[src/rtl/multi_freq_divider.sv]
// NUM_CH independent programmable tick dividers whose divisors can be rewritten glitch-free at run time.
// Define FREQ_DIV_SQUARE_EN to build the per-channel slow_clk toggle flops; otherwise slow_clk is tied low.
module multi_freq_divider #(
    parameter int NUM_CH  = 4,
    parameter int CNT_W   = 16,
    parameter int DEF_DIV = 13500,
    localparam int SEL_W  = (NUM_CH > 1) ? $clog2(NUM_CH) : 1
) (
    input  logic              clk,
    input  logic              rst_n,
    input  logic [NUM_CH-1:0] ch_en,
    input  logic              div_wr,
    input  logic [SEL_W-1:0]  div_sel,
    input  logic [CNT_W-1:0]  div_val,
    output logic [NUM_CH-1:0] tick,
    output logic [NUM_CH-1:0] slow_clk,
    output logic [NUM_CH-1:0] div_pend
);

    localparam logic [CNT_W-1:0] RST_DIV = (DEF_DIV < 2) ? CNT_W'(1) : CNT_W'(DEF_DIV);

    // A divisor of 0 would leave the counter without a terminal count, so it is stored as 1.
    function automatic logic [CNT_W-1:0] clamp_div(input logic [CNT_W-1:0] v);
        return (v < CNT_W'(2)) ? CNT_W'(1) : v;
    endfunction

    for (genvar c = 0; c < NUM_CH; c++) begin : g_ch
        logic [CNT_W-1:0] cnt_q, cnt_d;
        logic [CNT_W-1:0] act_q, act_d;
        logic [CNT_W-1:0] shd_q, shd_d;
        logic             pend_q, pend_d;
        logic             tick_q, tick_d;
        logic             wr_hit, at_tc;

        assign wr_hit = div_wr && (div_sel == SEL_W'(c));
        assign at_tc  = (cnt_q == act_q - CNT_W'(1));

        always_comb begin
            cnt_d  = cnt_q;
            act_d  = act_q;
            shd_d  = shd_q;
            pend_d = pend_q;
            tick_d = 1'b0;
            if (!ch_en[c]) begin
                // No period is running, so any new divisor can be taken over at once.
                cnt_d  = '0;
                pend_d = 1'b0;
                if (wr_hit) begin
                    act_d = clamp_div(div_val);
                    shd_d = clamp_div(div_val);
                end else if (pend_q) begin
                    act_d = shd_q;
                end
            end else if (at_tc) begin
                cnt_d  = '0;
                tick_d = 1'b1;
                pend_d = 1'b0;
                if (wr_hit) begin
                    act_d = clamp_div(div_val);
                end else if (pend_q) begin
                    act_d = shd_q;
                end
            end else begin
                cnt_d = cnt_q + CNT_W'(1);
                if (wr_hit) begin
                    shd_d  = clamp_div(div_val);
                    pend_d = 1'b1;
                end
            end
        end

        always_ff @(posedge clk or negedge rst_n) begin
            if (!rst_n) begin
                cnt_q  <= '0;
                act_q  <= RST_DIV;
                shd_q  <= RST_DIV;
                pend_q <= 1'b0;
                tick_q <= 1'b0;
            end else begin
                cnt_q  <= cnt_d;
                act_q  <= act_d;
                shd_q  <= shd_d;
                pend_q <= pend_d;
                tick_q <= tick_d;
            end
        end

        assign tick[c]     = tick_q;
        assign div_pend[c] = pend_q;

`ifdef FREQ_DIV_SQUARE_EN
        logic sq_q, sq_d;

        always_comb begin
            sq_d = sq_q;
            if (!ch_en[c]) begin
                sq_d = 1'b0;
            end else if (at_tc) begin
                sq_d = ~sq_q;
            end
        end

        always_ff @(posedge clk or negedge rst_n) begin
            if (!rst_n) begin
                sq_q <= 1'b0;
            end else begin
                sq_q <= sq_d;
            end
        end

        assign slow_clk[c] = sq_q;
`else
        assign slow_clk[c] = 1'b0;
`endif
    end

endmodule

[config.mk]
export PLATFORM = sky130hd
export DESIGN_NAME = multi_freq_divider
export DESIGN_NICKNAME = d
export VERILOG_FILES = /design/src/rtl/multi_freq_divider.sv
export SDC_FILE = /design/constraint.sdc
export NUM_CORES = 1
export LEC_CHECK = 0
export CELL_PAD_IN_SITES_DETAIL_PLACEMENT = 1
export CELL_PAD_IN_SITES_GLOBAL_PLACEMENT = 2
export CORE_MARGIN = 10
export CORE_UTILIZATION = 42
export CTS_BUF_LIST = sky130_fd_sc_hd__clkbuf_2 sky130_fd_sc_hd__clkbuf_4 sky130_fd_sc_hd__clkbuf_8
export DETAILED_ROUTE_END_ITERATION = 7
export GPL_TIMING_DRIVEN = 0
export PLACE_DENSITY = 0.94
export SLEW_MARGIN = 5
export SYNTH_ARGS = -nofsm -noshare
export SYNTH_HDL_FRONTEND = slang
export SYNTH_SLANG_ARGS = --single-unit
[constraint.sdc]
create_clock -name clk -period 4.1 [get_ports clk]
set_input_delay 0.41 -clock clk [delete_from_list [all_inputs] [get_ports clk]]
set_output_delay 0.41 -clock clk [all_outputs]
set_load 0.02 [all_outputs]
==> run_results.csv <==
group,metric,value,unit
floorplan,row_count,60,
setup_path,start_kind,"flop",
timing,max_freq,267,MHz
clocking,cts.clk_slew.worst_paths,0.12,ns
final_layout,drive_gt1_frac,0.177,
final_layout,fin_area,12800,sq um
detailed_routing,final_antenna_net_count,0,
global_route,grt.total_usage,0.185,
synthesis,ys_top_cells_by_count,"dfrtp_1 (136), nor2_1 (124), nand2_1 (76)",
synthesis,synth_top_area_frac,0.294,
clocking,cts_htree_levels,4,
timing,rsz0062_at_grt,"no",
synthesis,postSynthAreaPerCell,9.85,sq um
synthesis,synth_most_common_cell,"dfrtp_1",
floorplan,die_w,186,um
clocking,cts_root_buf,"clkbuf_8",
detailed_routing,first_pass_iters,5,
place,place_ws,0.263,ns
clocking,worstSkewPairLatency,0.50,ns
timing,slew_headroom,0.423,
hold_path,hp-class,"primary input to flop",
synthesis,synth-edff-count,0,
timing,finClkSkew,0.0194,ns
timing,period_share,0.914,
final_layout,area_delta_synth_final,10.7,%
run_status,status,"finished, final reports clean",
final_layout,nets,1260,
synthesis,yosys-top-cells-area,"dfrtp_1 (29%), dfstp_2 (15%), mux2_2 (5.4%)",
global_route,grt_pass1_vias,9670,
place,gp_congestion,0.811,
power,power.leakage,5.23,nW
global_route,antenna_found_initial,0,
synthesis,syn_inst,1175,
power,power_density,438,nW/um^2
synthesis,synth_flop_cell,"dfrtp_1",
global_route,grt_pass1_wl,51400,um
floorplan,ioPinCount,37,
clocking,cts_tree,"done",
synthesis,synth_top_cell_by_area,"dfrtp_1",
power,ir_worst_vdd,0.255,mV
setup_path,critPathArrivalTime,4.08,ns
final_layout,n_antenna_cell,0,
clocking,cts_setup_buffers,0,
timing,setup_viol,0,
place,place_area,12300,sq um
setup_path,required,4.43,ns
timing,hold_viol,0,
global_route,grt.overflow.total,0,
detailed_routing,drc,0,
detailed_routing,num_vias,9125,
floorplan,die_area,34600,sq um
clocking,clockBufferDepth,2,
synthesis,synth.cell_area,11600,sq um
timing,final_max_slew_viol_count,0,
timing,setup-tns-final,0,ns
final_layout,n_fill_cell,3073,
setup_path,crit_path_max_fanout,10,
setup_path,cp-end-kind,"flop",
timing,period_needed,3.75,ns
floorplan,start_util,0.428,
floorplan,core_area,27000,sq um
timing,tightest_slew,0.858,ns
place,hpwl,22000,um
detailed_routing,wire_per_inst,19.4,um
timing,setup_slack,0.351,ns
place,io_buffer_count,28,
detailed_routing,dr.first_iter.drc_count,505,
detailed_routing,vias_per_cell,5.77,
synthesis,synth-seq-cells,200,
clocking,numCtsBuffers,17,
global_route,grt_max_degree,109,
setup_path,path_class,"flop to flop",
synthesis,async_flop_share,1.00,
synthesis,synth.distinct_cells,89,
detailed_routing,wl,30700,um
run,maxCapViolations,0,
clocking,clkSinkCount,200,
synthesis,yosysWarnings,0,
floorplan,die_h,186,um
synthesis,ys_seq_area_frac,0.439,
[per-layer routing]
layer  part of all wire  vias to the layer above  GRT usage
met4              0.022                        0     0.0561
met5                  0                        -          0
li1                   -                     4297          -
met2               0.49                      134      0.307
met1               0.46                     4653      0.241
met3              0.029                       41     0.0300
[stage by stage]
| stage | instances | power, mW | util | hold slack (ns) |
|---|---|---|---|---|
| after CTS | 1581 | 5.64 | 0.473 | 0.365 |
| after global routing | 1581 | 5.96 | 0.474 | 0.372 |
| after detailed placement | 1548 | 4.21 | 0.456 | 0.479 |
| after global placement | 1547 | 4.12 | 0.455 | 0.473 |
| final | 1581 | 5.61 | 0.474 | 0.375 |
| after floorplan | 1178 | 3.74 | - | 0.114 |
[state kept, by name, summed over array words and instances, names as in the netlist]
signal       count
g_ch.shd_q      64
g_ch.act_q      64
g_ch.tick_q      4
g_ch.pend_q      4
g_ch.cnt_q      64
[final cells by class]
cell class	count	area (sq um)	share of cell area
sequential	200	5080	0.397
tap	341	427	0.0333
multi-input combinational	852	5950	0.464
timing repair buffer	30	323	0.0252
buffer	89	443	0.0346
clock inverter	15	218	0.0170
inverter	37	139	0.0108
clock buffer	17	234	0.0183
[worst max-delay path, cell delays in order (launching register included)]
cell      delay, ns
dfrtp_1        0.37
clkbuf_1       0.19
or4_1          0.64
or4b_1         0.54
o41ai_1        0.08
nor2b_1        0.13
nor4_2         0.51
a21bo_2        0.22
clkbuf_1       0.25
clkbuf_1       0.49
a211oi_1       0.16
[layout by cell type (no fill, tap or decap), types with 7 or more instances in the layout]
| cell type | count |
|---|---|
| nand3_1 | 36 |
| a211oi_1 | 46 |
| clkbuf_1 | 58 |
| buf_2 | 9 |
| nand2_1 | 76 |
| o22ai_1 | 57 |
| mux2i_1 | 10 |
| o21ai_0 | 10 |
| inv_1 | 36 |
| nand4_1 | 22 |
| ha_1 | 8 |
| buf_4 | 13 |
| nor2_1 | 124 |
| clkbuf_8 | 17 |
| dfrtp_1 | 136 |
| mux2_4 | 9 |
| xnor2_1 | 67 |
| nor2b_1 | 9 |
| nor4_1 | 13 |
| mux2_2 | 56 |
| a21oi_1 | 28 |
| dfstp_2 | 64 |
| nor3_1 | 19 |
| xor2_1 | 62 |
| nand3b_1 | 7 |
| and3_1 | 32 |
| a2bb2oi_1 | 19 |
| nand2b_1 | 20 |
| clkdlybuf4s50_1 | 27 |
[cells by family after synthesis]
| logic type | count (synthesis) | synth area share |
|---|---|---|
| other cells | 1 | 0.000324 |
| simple gates | 420 | 0.193 |
| xor+xnor | 129 | 0.0976 |
| buf+inv | 126 | 0.0503 |
| flops | 200 | 0.439 |
| mux | 78 | 0.0777 |
| fa+ha+maj | 9 | 0.00951 |
| compound gates | 212 | 0.132 |
[worst paths after layout]
path / startpoint / endpoint / slack, ns / depth (start not counted)
worst min-delay path: div_val[15] / g_ch[3].shd_q[15] / 0.37 / 2
min in group asynchronous: rst_n / g_ch[3].cnt_q[7] / 0.53 / 2
worst max register to register: g_ch[1].act_q[0] / g_ch[1].act_q[14] / 0.35 / 10
max in group asynchronous: rst_n / g_ch[2].act_q[4] / 2.58 / 3
worst min register to register: g_ch[3].shd_q[13] / g_ch[3].shd_q[13] / 0.49 / 2
worst max-delay path: g_ch[1].act_q[0] / g_ch[1].act_q[14] / 0.35 / 10
[power breakdown]
group	total, mW	internal [mW]	switching (mW)
clock network	1.40	0.542	0.861
logic	1.52	0.690	0.829
registers	2.69	2.37	0.319
[what timing repair did]
action	in CTS	in global routing
setup endpoints to repair	0	23
resized for setup	0	5
endpoints found under the hold margin	77	0
hold buffers	1	0
No activity file was read; power rests on OpenSTA's default activity.
